$ cat config.mk
export PLATFORM = sky130hd
export DESIGN_NAME = sr_register_bank_flat
export DESIGN_NICKNAME = d
export VERILOG_FILES = /design/src/rtl/sr_bank_pkg.sv /design/src/rtl/sr_register_bank_if.sv /design/src/rtl/sr_cell.sv /design/src/rtl/sr_register_bank.sv /design/src/flat_wrapper.sv
export SDC_FILE = /design/constraint.sdc
export NUM_CORES = 1
export LEC_CHECK = 0
export ABC_AREA = 1
export BUFFER_PORTS_ARGS = -buffer_cell sky130_fd_sc_hd__buf_2
export CAP_MARGIN = 30
export CORE_UTILIZATION = 45
export DETAILED_ROUTE_END_ITERATION = 10
export PLACE_DENSITY_LB_ADDON = 0.3
export SLEW_MARGIN = 20
export SYNTH_ARGS = -nofsm -noshare
export SYNTH_HDL_FRONTEND = slang
export SYNTH_SLANG_ARGS = --single-unit
$ cat constraint.sdc
create_clock -name clk -period 2.4 [get_ports clk]
set_clock_uncertainty 0.2 [all_clocks]
set_input_delay 0.48 -clock clk [delete_from_list [all_inputs] [get_ports clk]]
set_output_delay 0.48 -clock clk [all_outputs]
set_load 0.005 [all_outputs]
$ cat src/rtl/sr_bank_pkg.sv
// sr_bank_pkg: shared constants for the SR register bank.
//   SR_MODE_*        S=R=1 resolution modes (reset-dominant, set-dominant, toggle, hold-and-flag)
//   SR_CNT_W_DEFAULT default width of the illegal-event counter
//   sr_mode_legal()  true when a MODE value is one of the supported modes
package sr_bank_pkg;

   localparam int unsigned SR_MODE_RDOM   = 0;
   localparam int unsigned SR_MODE_SDOM   = 1;
   localparam int unsigned SR_MODE_TOGGLE = 2;
   localparam int unsigned SR_MODE_HOLD   = 3;

   localparam int unsigned SR_CNT_W_DEFAULT = 8;

   function automatic bit sr_mode_legal(input int unsigned mode);
      return mode <= SR_MODE_HOLD;
   endfunction

endpackage

$ cat src/rtl/sr_register_bank_if.sv
// sr_register_bank_if: control/status bundle of the SR register bank.
//   en        update enable
//   S, R      per-channel set / reset requests
//   clr_err   clear of err_flag and err_cnt
//   Q, nQ     stored state and its complement
//   err_flag  sticky per-channel illegal-input flags
//   err_cnt   saturating count of cycles with any illegal channel
// Modports: master drives requests and observes state; slave is the register bank.
interface sr_register_bank_if
   import sr_bank_pkg::*;
#(
   parameter int unsigned WIDTH = 4,
   parameter int unsigned CNT_W = SR_CNT_W_DEFAULT
);

   logic             en;
   logic [WIDTH-1:0] S;
   logic [WIDTH-1:0] R;
   logic             clr_err;
   logic [WIDTH-1:0] Q;
   logic [WIDTH-1:0] nQ;
   logic [WIDTH-1:0] err_flag;
   logic [CNT_W-1:0] err_cnt;

   modport master (
      output en, S, R, clr_err,
      input  Q, nQ, err_flag, err_cnt
   );

   modport slave (
      input  en, S, R, clr_err,
      output Q, nQ, err_flag, err_cnt
   );

endinterface

$ cat src/rtl/sr_cell.sv
// sr_cell: one edge-triggered SR storage channel.
//   clk, nRst  rising-edge clock, asynchronous active-low reset
//   en         update enable (holds state when low)
//   s, r       set / reset requests
//   init_val   value loaded into q on reset
//   q, nq      stored state and its registered complement
//   illegal    combinational pulse: enabled S=R=1 in a mode where that is illegal
// Parameter MODE selects S=R=1 resolution (see sr_bank_pkg).
// Build option SR_BANK_SYNC_EN: s and r pass through a 2-flop synchroniser first.
module sr_cell
   import sr_bank_pkg::*;
#(
   parameter int unsigned MODE = SR_MODE_RDOM
) (
   input  logic clk,
   input  logic nRst,
   input  logic en,
   input  logic s,
   input  logic r,
   input  logic init_val,
   output logic q,
   output logic nq,
   output logic illegal
);

   if (!sr_mode_legal(MODE)) begin : g_mode_check
      $error("sr_cell: unsupported MODE %0d", MODE);
   end

   logic s_eff;
   logic r_eff;

`ifdef SR_BANK_SYNC_EN
   logic s_meta_q, s_sync_q;
   logic r_meta_q, r_sync_q;

   // Free-running synchroniser: en only gates the storage flop.
   always_ff @(posedge clk or negedge nRst) begin
      if (!nRst) begin
         s_meta_q <= 1'b0;
         s_sync_q <= 1'b0;
         r_meta_q <= 1'b0;
         r_sync_q <= 1'b0;
      end else begin
         s_meta_q <= s;
         s_sync_q <= s_meta_q;
         r_meta_q <= r;
         r_sync_q <= r_meta_q;
      end
   end

   assign s_eff = s_sync_q;
   assign r_eff = r_sync_q;
`else
   assign s_eff = s;
   assign r_eff = r;
`endif

   logic q_q;
   logic nq_q;
   logic q_d;
   logic both_q;

   always_comb begin
      if (MODE == SR_MODE_RDOM) begin
         both_q = 1'b0;
      end else if (MODE == SR_MODE_SDOM) begin
         both_q = 1'b1;
      end else if (MODE == SR_MODE_TOGGLE) begin
         both_q = ~q_q;
      end else begin
         both_q = q_q;
      end
   end

   always_comb begin
      q_d = q_q;
      case ({s_eff, r_eff})
         2'b10:   q_d = 1'b1;
         2'b01:   q_d = 1'b0;
         2'b11:   q_d = both_q;
         default: q_d = q_q;
      endcase
   end

   // nq has its own flop so it is a registered complement, never a decoded glitch.
   always_ff @(posedge clk or negedge nRst) begin
      if (!nRst) begin
         q_q  <= init_val;
         nq_q <= ~init_val;
      end else if (en) begin
         q_q  <= q_d;
         nq_q <= ~q_d;
      end
   end

   assign q       = q_q;
   assign nq      = nq_q;
   assign illegal = en & s_eff & r_eff & (MODE != SR_MODE_TOGGLE);

endmodule

$ cat src/rtl/sr_register_bank.sv
// sr_register_bank: WIDTH independent SR channels with illegal-input monitoring.
//   clk, nRst  rising-edge clock, asynchronous active-low reset
//   bus        sr_register_bank_if slave: en, S, R, clr_err in; Q, nQ, err_flag, err_cnt out
// Parameters: WIDTH channels, MODE S=R=1 resolution, INIT_VAL reset value of Q,
//             CNT_W illegal-event counter width (saturating).
// Build option SR_BANK_SYNC_EN: S/R synchronised inside each cell (latency 3 edges).
module sr_register_bank
   import sr_bank_pkg::*;
#(
   parameter int unsigned      WIDTH    = 4,
   parameter int unsigned      MODE     = SR_MODE_RDOM,
   parameter logic [WIDTH-1:0] INIT_VAL = '0,
   parameter int unsigned      CNT_W    = SR_CNT_W_DEFAULT
) (
   input logic               clk,
   input logic               nRst,
   sr_register_bank_if.slave bus
);

   localparam logic [CNT_W-1:0] CntMax = '1;

   logic [WIDTH-1:0] q;
   logic [WIDTH-1:0] nq;
   logic [WIDTH-1:0] illegal;

   for (genvar i = 0; i < WIDTH; i++) begin : g_cell
      sr_cell #(
         .MODE (MODE)
      ) u_cell (
         .clk      (clk),
         .nRst     (nRst),
         .en       (bus.en),
         .s        (bus.S[i]),
         .r        (bus.R[i]),
         .init_val (INIT_VAL[i]),
         .q        (q[i]),
         .nq       (nq[i]),
         .illegal  (illegal[i])
      );
   end

   logic             any_illegal;
   logic [WIDTH-1:0] err_flag_q, err_flag_d;
   logic [CNT_W-1:0] err_cnt_q, err_cnt_d;

   assign any_illegal = |illegal;

   // Clear first, then apply this edge's events so a coincident event survives the clear.
   always_comb begin
      err_flag_d = err_flag_q;
      err_cnt_d  = err_cnt_q;
      if (bus.clr_err) begin
         err_flag_d = '0;
         err_cnt_d  = '0;
      end
      if (any_illegal) begin
         err_flag_d = err_flag_d | illegal;
         if (err_cnt_d != CntMax) begin
            err_cnt_d = err_cnt_d + 1'b1;
         end
      end
   end

   always_ff @(posedge clk or negedge nRst) begin
      if (!nRst) begin
         err_flag_q <= '0;
         err_cnt_q  <= '0;
      end else begin
         err_flag_q <= err_flag_d;
         err_cnt_q  <= err_cnt_d;
      end
   end

   assign bus.Q        = q;
   assign bus.nQ       = nq;
   assign bus.err_flag = err_flag_q;
   assign bus.err_cnt  = err_cnt_q;

endmodule

$ cat src/flat_wrapper.sv
// flat-port wrapper written by rule: the top's interface ports become plain ports
module sr_register_bank_flat import sr_bank_pkg::*;
#(
   parameter int unsigned      WIDTH    = 4,
   parameter int unsigned      MODE     = SR_MODE_RDOM,
   parameter logic [WIDTH-1:0] INIT_VAL = '0,
   parameter int unsigned      CNT_W    = SR_CNT_W_DEFAULT
)
  (clk, nRst, bus_en, bus_S, bus_R, bus_clr_err, bus_Q, bus_nQ, bus_err_flag, bus_err_cnt);
  sr_register_bank_if #(.WIDTH(WIDTH), .CNT_W(CNT_W)) bus_i ();
  input logic clk;
  input logic nRst;
  input wire logic [$bits(bus_i.en)-1:0] bus_en;
  input wire logic [$bits(bus_i.S)-1:0] bus_S;
  input wire logic [$bits(bus_i.R)-1:0] bus_R;
  input wire logic [$bits(bus_i.clr_err)-1:0] bus_clr_err;
  output wire logic [$bits(bus_i.Q)-1:0] bus_Q;
  output wire logic [$bits(bus_i.nQ)-1:0] bus_nQ;
  output wire logic [$bits(bus_i.err_flag)-1:0] bus_err_flag;
  output wire logic [$bits(bus_i.err_cnt)-1:0] bus_err_cnt;
  assign bus_i.en = bus_en;
  assign bus_i.S = bus_S;
  assign bus_i.R = bus_R;
  assign bus_i.clr_err = bus_clr_err;
  assign bus_Q = bus_i.Q;
  assign bus_nQ = bus_i.nQ;
  assign bus_err_flag = bus_i.err_flag;
  assign bus_err_cnt = bus_i.err_cnt;
  sr_register_bank #(.WIDTH(WIDTH), .MODE(MODE), .INIT_VAL(INIT_VAL), .CNT_W(CNT_W)) u_core (.clk(clk), .nRst(nRst), .bus(bus_i));
endmodule
Word level (Yosys, flattened, before mapping)
Index checks and enable logic that the tools add are counted.

operators by class
  $add $sub $neg = 1
  equal/unequal tests = 13
  mux-type cells = 9
  bitwise gates (word level) = 13
  reductions and logical operators = 5

operator list
  kind                 count
  $mux 8               3
  $eq 2x2->1 const B   8
  $add 8x1->8 const B  1
  $and 1x1->1          8
  $eq 2x1->1 const B   4
  $mux 4               2
  $ne 8x8->1 const B   1
  $pmux 1 s2           4
  $reduce_or 2->1      4
  $not 1->1            4
  $or 4x4->4           1
  $reduce_or 4->1      1

storage, ports and cells
  flip-flop bits (word level) = 20
  input port bits = 12
  output and inout bits = 20
  logic and storage cells = 51

Logic depth before layout (Yosys ltp)
Gate-level depths: netlist of run 1.

  depth after elaboration = 4
  gate-level depth with buffers = 9
  mapped depth without buffers = 8

Worst setup path after synthesis of run 1
OpenSTA, ideal clock, no wires.

  path kind = input port to flip-flop
  from = input port bus_en
  to = register u_core.err_cnt_q[6] (netlist: u_core.bus.err_cnt[6])
  library setup time = 117 ps
  data arrival time = 1,103 ps
  required time = 2,083 ps
  path slack = 979 ps
  cell stages on the path = 7
  buffers on the path = 1
  path through = buf_6 nand3_4 nand2_2 nor2_1 nor2_4 nand3_1 nand2_1

between the ends
  cells in the longest elaborated chain, start to end = 4
  elaborated cells between the ends (all ways) = 10
  classes of those cells = 1 x mux; 8 x bitwise; 1 x reduce/logical

ends and longest elaborated chain
  what                      line                    RTL
  start, declared           flat_wrapper.sv:13      input wire logic [$bits(bus_i.en)-1:0] bus_en;
  $and 1x1->1 (2 in a row)  sr_cell.sv:99           assign illegal = en & s_eff & r_eff & (MODE != SR_MODE_TOGGLE);
  $reduce_or 4->1 *         sr_register_bank.sv:46  assign any_illegal = |illegal;
  $mux 8 *                  sr_register_bank.sv:56  if (any_illegal) begin
  via u_core.err_cnt_d[6]   sr_register_bank.sv:44  logic [CNT_W-1:0] err_cnt_q, err_cnt_d;
  end signal, assigned      sr_register_bank.sv:70  err_cnt_q <= err_cnt_d;
  end, declared             sr_register_bank.sv:44

The timed path passes the listed nets; every way through them passes the cells marked *.
A chain may end at the register's enable or synchronous reset.

Worst setup path after layout of run 1
  from = register u_core.g_cell[1].u_cell.nq_q
  to = output port bus_nQ[1]

RTL lines
  what                    line                RTL
  start, declared         sr_cell.sv:60       logic nq_q;
  start signal, assigned  sr_cell.sv:90       nq_q <= ~init_val;
  start signal, assigned  sr_cell.sv:93       nq_q <= ~q_d;
  end, declared           flat_wrapper.sv:18  output wire logic [$bits(bus_i.nQ)-1:0] bus_nQ;

No word-level cell between the ends.

==> metrics.yaml, run 1 <==
routing:
  drtAntennaViolNets: 0
  routed_via_density: 4.864
  wire_per_inst_um: 11.06
  drc: 0
  drt_iter0_markers: 25
  via_count: 963
  wl_um: 2190
  firstDrtPassIters: 4
cells_and_area:
  stdcell_area_um2: 1279
  layout_common_cells: "nand2_1 (44), buf_2 (31), nor2_1 (16), inv_1 (16), dfrtp_1 (16)"
  diodes: 0
  finalNetCount: 183
  fin_util_pct: 56.18
  fin_cells: 198
  final_common_cell: "nand2_1"
  final_layout_size_suffix_gt1_share_pct: 30.00
  area_delta_synth_final_pct: 13.68
power_and_ir_drop:
  p_leak_nw: 0.6740
  p_total_mw: 0.6930
  irDropWorstVdd_uv: 319.6
  power-per-cell-area_nw_per_um2: 541.9
timing:
  slew_violations: 0
  rsz0062_at_grt: "false"
  tightest_slew_ps: 425.4
  min_period_ps: 1635
  finalWorstSetupSlack_ps: 765.1
  fmaxAchievable_ghz: 0.6116
  setup_viol: 0
  finalHoldViolCount: 0
  post-route-period-util_pct: 68.12
  relSlewSlack_pct: 71.64
  final.setup.tns_ps: 0
  hold_slack_ps: 227.8
clocking:
  ctsHoldBuffers: 1
  cts.htree.levels: 1
  cts_resized: 0
  cts_setup_buffers: 0
  insertion_delay_ps: 300
  cts_buffers: 3
  cts_root_buf: "clkbuf_4"
  clk_path_buf_depth: 2
  clock_sinks: 20
  cts_tree: "built"
  clk_pin_slew_ps: 110
critical_path:
  cpPeakStageDelay_ps: 550
  worst-path-max-fanout: 2
  startpoint_type: "register"
  endpoint_kind: "output port"
  worstPathRequired_ps: 1720
  slowest_stage: "dfstp_2"
  crit_type: "reg -> out"
  critPathBufInv: 1
  cpLargestDelayFamily: "flip-flops"
  crit_chain: "buf_2"
  arrival_ps: 950
global_route:
  grt_pass1_vias: 896
  track_usage_pct: 19.27
  overflow: 0
  grt_pass1_wl_um: 3732
  grt_start_max_net_pins: 21
  antenna_found_initial: 0
placed_design:
  preCtsSetupSlack_ps: 638.8
  gp_congestion: 0.8251
  dp_cells: 193
  portBuffers: 31
  place_area_um2: 1232
  hpwlAfterDp_um: 1704
logic_synthesis:
  synth_cell_type_count: 21
  syn_area_um2: 1125
  synth-seq-cells: 20
  syn-num-nets: 156
  syn_inst: 144
  synth-seq-area-share_pct: 44.94
  ys_warn_count: 0
  syn_area_per_cell_um2: 7.811
status:
  run_status: "complete, no violations"
floorplan:
  dieArea_um2: 2703
  rows: 17
  start_util_pct: 49.42
  die_h_um: 52.00
  die_w_um: 52.00
  core_area_um2: 2276
  io_pins: 32
run:
  cap_violations: 0
worst_hold_path:
  hp-class: "in -> reg"
[per-layer routing]
metal  vias up  GRT usage (%)  routed length (µm)
li1        491              -                   -
met1       436          24.59                 994
met2        30          30.98                1044
met3         6          2.632                  95
met4         0          10.81                  57
met5         -              0                   0
[power breakdown]
part | internal, mW | switching [mW]
sequential | 0.367 | 0.0175
clock | 0.0927 | 0.105
combinational | 0.0455 | 0.0657
total | 0.505 | 0.188
[cell type report]
cell class / count / area, µm²
well taps: 28 / 35.03
fillers: 221 / 997.2
multi-input cells: 96 / 466.7
repair buffers: 32 / 165.2
clock buffers: 4 / 36.28
inverters: 18 / 70.07
flip-flops and latches: 20 / 505.5
[state kept, by name (all words and copies together), names as in the netlist]
name	cells
u_core.bus.err_cnt	8
u_core.bus.err_flag	4
u_core.g_cell.u_cell.nq	4
u_core.g_cell.u_cell.q	4
[cell families after synthesis]
logic type	Yosys count	synth area share (%)
compound gates	11	5.783
buf+inv	28	13.57
flops	20	44.94
simple gates	85	35.71
[path summary, 6_finish.rpt]
| path | start | endpoint | slack, ps | cells past startpoint |
|---|---|---|---|---|
| max in group asynchronous | nRst | u_core.g_cell[0].u_cell.nq$_DFFE_PN1P_ | 1240 | 2 |
| setup reg to reg | u_core.bus.err_cnt[1]$_DFF_PN0_ | u_core.bus.err_cnt[5]$_DFF_PN0_ | 900 | 7 |
| min in group asynchronous | nRst | u_core.bus.err_flag[2]$_DFF_PN0_ | 430 | 2 |
| setup / recovery | u_core.g_cell[1].u_cell.nq$_DFFE_PN1P_ | bus_nQ[1] | 770 | 1 |
| hold / removal | bus_R[1] | u_core.g_cell[1].u_cell.q$_DFFE_PN0P_ | 230 | 4 |
| hold reg to reg | u_core.g_cell[2].u_cell.nq$_DFFE_PN1P_ | u_core.g_cell[2].u_cell.nq$_DFFE_PN1P_ | 270 | 2 |
[synthesized netlist by cell type]
cell	n	area, µm²
nand2_1	44	165.2
dfrtp_1	16	400.4
inv_1	16	60.06
nor2_1	16	60.06
nand3_1	14	70.07
buf_4	8	60.06
o21ai_0	5	25.02
dfstp_2	4	105.1
nand2_2	3	18.77
o21a_1	3	22.52
buf_6	2	22.52
nand3_4	2	35.03
nor2_2	2	12.51
nor2_4	2	22.52
a21oi_1	1	5.000
inv_2	1	3.750
inv_4	1	6.260
nand3_2	1	10.01
nand3b_1	1	7.510
o21ai_1	1	5.000
o21bai_1	1	7.510
(Power assumes the default switching activity.)
==> run 2, diff against run 1 <==
==> constraint.sdc (replaced) <==
create_clock -name clk -period 1.6 [get_ports clk]
set_clock_uncertainty 0.2 [all_clocks]
set_input_delay 0.32 -clock clk [delete_from_list [all_inputs] [get_ports clk]]
set_output_delay 0.32 -clock clk [all_outputs]
set_load 0.005 [all_outputs]
==> metrics.yaml, run 2 (same netlist as run 1, synthesis figures left out) <==
status:
  run_status: "complete, no violations"
power_and_ir_drop:
  p_leak_nw: 0.6788
  p_switching_mw: 0.2910
  p_seq_share_pct: 55.2
  pwr-share-clk_pct: 28.8
  irDropWorstVdd_uv: 577.3
  comb_power_share_pct: 16.0
  switching_share_pct: 27.71
  power-per-cell-area_nw_per_um2: 813.3
  intPower_mw: 0.7592
clocking:
  cts_tree: "built"
  clk_path_buf_depth: 2
  clk_pin_slew_ps: 110
  cts_setup_buffers: 0
  insertion_delay_ps: 310
  cts_buffers: 3
  cts.htree.levels: 1
  clock_sinks: 20
  cts_root_buf: "clkbuf_4"
critical_path:
  worst-path-max-fanout: 2
  critPathBufInv: 1
  crit_type: "reg -> out"
  cpPeakStageDelay_ps: 550
  rrSetupSlack_ps: 120
  cpLargestDelayFamily: "flip-flops"
  slowest_stage: "dfstp_2"
  startpoint_type: "register"
  endpoint_kind: "output port"
  worstPathRequired_ps: 1080
  crit_chain: "buf_2"
  arrival_ps: 960
routing:
  firstDrtPassIters: 4
  drc: 0
  drtAntennaViolNets: 0
  wl_um: 2276
  routed_via_density: 4.955
  via_count: 986
  wire_per_inst_um: 11.44
  drt_iter0_markers: 18
placed_design:
  hpwlAfterDp_um: 1742
  gp_congestion: 0.8546
  portBuffers: 31
  place_area_um2: 1240
cells_and_area:
  area_delta_synth_final_pct: 14.79
  largest_reg_flops: 8
  stdcell_area_um2: 1291
  diodes: 0
  final_layout_size_suffix_gt1_share_pct: 30.99
  finalNetCount: 184
  final_common_cell: "nand2_1"
  layout_common_cells: "nand2_1 (44), buf_2 (31), nor2_1 (16), inv_1 (16), dfrtp_1 (16)"
global_route:
  grt_start_max_net_pins: 21
  overflow: 0
  antenna_found_initial: 0
  grt_pass1_vias: 956
  grt_pass1_wl_um: 3953
  track_usage_pct: 20.47
floorplan:
  rows: 17
  dieArea_um2: 2703
  die_w_um: 52.00
  io_pins: 32
  start_util_pct: 49.42
  die_h_um: 52.00
  core_area_um2: 2276
timing:
  final.setup.tns_ps: 0
  min_period_ps: 1478
  rsz0062_at_grt: "false"
  slew_violations: 0
  post-route-period-util_pct: 92.36
  finalHoldViolCount: 0
  fmaxAchievable_ghz: 0.6767
  setup_viol: 0
  tightest_slew_ps: 436.0
  relSlewSlack_pct: 70.93
run:
  cap_violations: 0
worst_hold_path:
  hp-class: "in -> reg"
==> run 2: cell types whose count changed in the layout (fill, tap and decap cells not counted), sizes merged <==
| cell | change |
|---|---|
| buf | +1 |
==> run 2: stage by stage <==
stage	hold WS (ps)	total power, mW	util, %	worst slack [ps]	cells
final	60.60	1.050	56.73	122.2	199
after global routing	60.89	1.108	56.73	18.33	199
after CTS	52.95	1.062	56.51	109.2	199
after detailed placement	86.54	0.7552	54.48	48.40	194
after global placement	84.46	0.7503	54.48	68.66	194
after floorplan	-175.6	0.7036	-	278.2	144
==> run 2: worst paths after layout <==
path,from,end,cells after the start
max in group asynchronous,nRst,u_core.g_cell[3].u_cell.nq$_DFFE_PN1P_,2
worst min register to register,u_core.g_cell[3].u_cell.nq$_DFFE_PN1P_,u_core.g_cell[3].u_cell.nq$_DFFE_PN1P_,2
min in group asynchronous,nRst,u_core.bus.err_flag[2]$_DFF_PN0_,2
worst max-delay path,u_core.g_cell[1].u_cell.nq$_DFFE_PN1P_,bus_nQ[1],1
worst max register to register,u_core.bus.err_cnt[1]$_DFF_PN0_,u_core.bus.err_cnt[7]$_DFF_PN0_,7
worst min-delay path,bus_R[1],u_core.g_cell[1].u_cell.q$_DFFE_PN0P_,4
==> run 2: tightest hold or removal path: stages <==
cell and delay [ps]:
buf_2 90, nor2_1 50, nand2_1 50, nand2_1 40
==> run 2: area by class of cell <==
cell class	count	area, µm²
multi-input cells	96	471.7
clock buffers	4	36.28
inverters	18	70.07
fillers	206	984.7
well taps	28	35.03
repair buffers	33	172.7
flip-flops and latches	20	505.5
==> run 2: power by group through the flow <==
stage                     Clock [mW]  Combinational, mW  Sequential (mW)
after floorplan                    0              0.119            0.584
after detailed placement           0              0.168            0.587
after global routing           0.330              0.193            0.585
after global placement             0              0.164            0.586
final                          0.303              0.168            0.579
after CTS                      0.313              0.170            0.578
==> run 2: timing repair <==
action / 4_1_cts / 5_1_grt
endpoints found under the hold margin: 16 / 0
setup endpoints to repair: 0 / 1
resized for setup: 0 / 1
hold buffers: 1 / 0
==> run 2: routing by layer <==
| layer | track usage, % | part of all wire [%] |
|---|---|---|
| met3 | 4.094 | 3.8 |
| met4 | 12.61 | 2.3 |
| met5 | 0 | 0 |
| met1 | 25.05 | 46 |
| met2 | 32.69 | 48 |
==> run 3, diff against run 2 <==
--- a/config.mk
+++ b/config.mk
@@ -5,12 +5,11 @@
 export SDC_FILE = /design/constraint.sdc
 export NUM_CORES = 1
 export LEC_CHECK = 0
-export ABC_AREA = 1
 export BUFFER_PORTS_ARGS = -buffer_cell sky130_fd_sc_hd__buf_2
 export CAP_MARGIN = 30
 export CORE_UTILIZATION = 45
 export DETAILED_ROUTE_END_ITERATION = 10
-export PLACE_DENSITY_LB_ADDON = 0.3
+export PLACE_DENSITY = 0.71
 export SLEW_MARGIN = 20
 export SYNTH_ARGS = -nofsm -noshare
 export SYNTH_HDL_FRONTEND = slang
==> metrics.yaml, run 3 <==
global_route:
  grt_pass1_vias: 876
  grt_pass1_wl_um: 3857
  track_usage_pct: 20.33
  antenna_found_initial: 0
  overflow: 0
  grt_start_max_net_pins: 21
clocking:
  clock_sinks: 20
  cts_buffers: 3
  clk_path_buf_depth: 2
  clk_pin_slew_ps: 110
  cts_root_buf: "clkbuf_4"
  insertion_delay_ps: 290
  cts_tree: "built"
  cts.htree.levels: 1
timing:
  fmaxAchievable_ghz: 0.6380
  setup_viol: 0
  relSlewSlack_pct: 70.83
  finalHoldViolCount: 0
  min_period_ps: 1567
  tightest_slew_ps: 437.5
  slew_violations: 0
  post-route-period-util_pct: 97.96
  final.setup.tns_ps: 0
  rsz0062_at_grt: "false"
  finalWorstSetupSlack_ps: 32.64
  hold_slack_ps: 38.77
routing:
  routed_via_density: 5.161
  drc: 0
  via_count: 929
  firstDrtPassIters: 4
  wl_um: 2243
  drtAntennaViolNets: 0
  wire_per_inst_um: 12.46
  drt_iter0_markers: 14
power_and_ir_drop:
  power-per-cell-area_nw_per_um2: 777.8
  p_seq_share_pct: 53.8
  comb_power_share_pct: 19.8
  p_total_mw: 1.073
  pwr-share-clk_pct: 26.4
  irDropWorstVdd_uv: 467.1
  switching_share_pct: 25.54
  p_switching_mw: 0.2742
  p_leak_nw: 0.6645
  intPower_mw: 0.7992
critical_path:
  crit_type: "reg -> reg"
  endpoint_kind: "register"
  worstPathRequired_ps: 1580
  worst-path-max-fanout: 4
  startpoint_type: "register"
  arrival_ps: 1550
cells_and_area:
  area_delta_synth_final_pct: 33.86
  final_common_cell: "buf_2"
  finalNetCount: 166
  fin_util_pct: 66.93
  final_layout_size_suffix_gt1_share_pct: 44.44
  layout_common_cells: "buf_2 (31), buf_4 (22), nor2_1 (16), dfrtp_1 (16), a21oi_1 (15)"
  largest_reg_flops: 8
  diodes: 0
  n_fill_cell: 170
logic_synthesis:
  synth_common_cells: "dfrtp_1 (16), nor2_1 (16), a21oi_1 (15), buf_4 (8), inv_1 (6)"
  ys_async_sr_fraction_pct: 100.0
  synth-seq-area-share_pct: 49.03
  syn-num-nets: 118
  ys_warn_count: 0
  synth_flop_cell: "dfrtp_1"
  synth_cell_type_count: 32
  syn_area_per_cell_um2: 9.726
  yosysTopAreaCellShare_pct: 38.83
  synth-edff-count: 0
  syn_inst: 106
  synth_largest_area_cell: "dfrtp_1"
  synth-seq-cells: 20
  syn_area_um2: 1031
  synth.area.top_cells: "dfrtp_1 (39%), dfstp_2 (10%), a21oi_1 (7.3%)"
placed_design:
  preCtsSetupSlack_ps: -103.2
  hpwlAfterDp_um: 1640
  portBuffers: 31
  gp_congestion: 0.7618
floorplan:
  rows: 16
  core_area_um2: 2062
  die_w_um: 49.87
  dieArea_um2: 2487
  io_pins: 32
  die_h_um: 49.87
  start_util_pct: 50.00
run:
  cap_violations: 0
worst_hold_path:
  hp-class: "in -> reg"
status:
  run_status: "complete, no violations"
run 3: metal layers:
| layer | global-route usage, % | share of wire, % |
|---|---|---|
| met5 | 0 | 0 |
| met4 | 5.714 | 0.58 |
| met3 | 3.086 | 5.0 |
| met1 | 27.13 | 47 |
| met2 | 34.01 | 47 |
run 3: repair_timing:
action	in CTS	in global routing
hold buffers	1	0
gates resized for setup	0	2
endpoints found under the setup margin	0	5
endpoints found under the hold margin	16	0
setup buffers	0	1
run 3: final timing paths:
| kind | start | endpoint | slack [ps] | cells past startpoint |
|---|---|---|---|---|
| max reg2reg | u_core.bus.err_cnt[3]$_DFF_PN0_ | u_core.bus.err_cnt[1]$_DFF_PN0_ | 30 | 4 |
| min | bus_R[1] | u_core.g_cell[1].u_cell.q$_DFFE_PN0P_ | 40 | 2 |
| max | u_core.bus.err_cnt[3]$_DFF_PN0_ | u_core.bus.err_cnt[1]$_DFF_PN0_ | 30 | 4 |
| min reg2reg | u_core.g_cell[3].u_cell.nq$_DFFE_PN1P_ | u_core.g_cell[3].u_cell.nq$_DFFE_PN1P_ | 290 | 2 |
| max in group asynchronous | nRst | u_core.g_cell[2].u_cell.nq$_DFFE_PN1P_ | 580 | 2 |
| min in group asynchronous | nRst | u_core.bus.err_cnt[1]$_DFF_PN0_ | 290 | 2 |
run 3: kinds of logic after synthesis:
family	synth area share (%)
flip-flops	49.03
AND/OR/NAND/NOR	20.51
buffers and inverters	9.102
XOR/XNOR	1.699
AO/OA/AOI/OAI	18.20
multiplexers	1.456
run 3: critical path, cell delays in order, from the launching register on:
cell	delay [ps]
dfrtp_1	400
nand2b_1	120
nor4_4	330
nor3b_2	100
mux2_4	310
run 3: area by class of cell:
| type | count | area [µm²] | share of cell area (%) |
|---|---|---|---|
| Inverter | 6 | 22.52 | 1.632 |
| Sequential cell | 20 | 505.5 | 36.63 |
| Timing Repair Buffer | 54 | 330.3 | 23.93 |
| Tap cell | 27 | 33.78 | 2.448 |
| Multi-Input combinational cell | 69 | 451.7 | 32.73 |
| Clock buffer | 4 | 36.28 | 2.629 |
run 3: stage by stage:
stage,cells,cell area (µm²)
3_5_place_dp,174,1306
4_1_cts,179,1353
6_report,180,1380
3_3_place_gp,174,1306
2_1_floorplan,106,1031
5_1_grt,180,1380
run 3: power groups by stage:
| stage | sequential (mW) | combinational, mW | clock (mW) |
|---|---|---|---|
| global route | 0.583 | 0.238 | 0.314 |
| global placement | 0.585 | 0.201 | 0 |
| finish | 0.577 | 0.213 | 0.283 |
| CTS | 0.578 | 0.212 | 0.296 |
| detailed placement | 0.587 | 0.209 | 0 |
| floorplan | 0.590 | 0.108 | 0 |
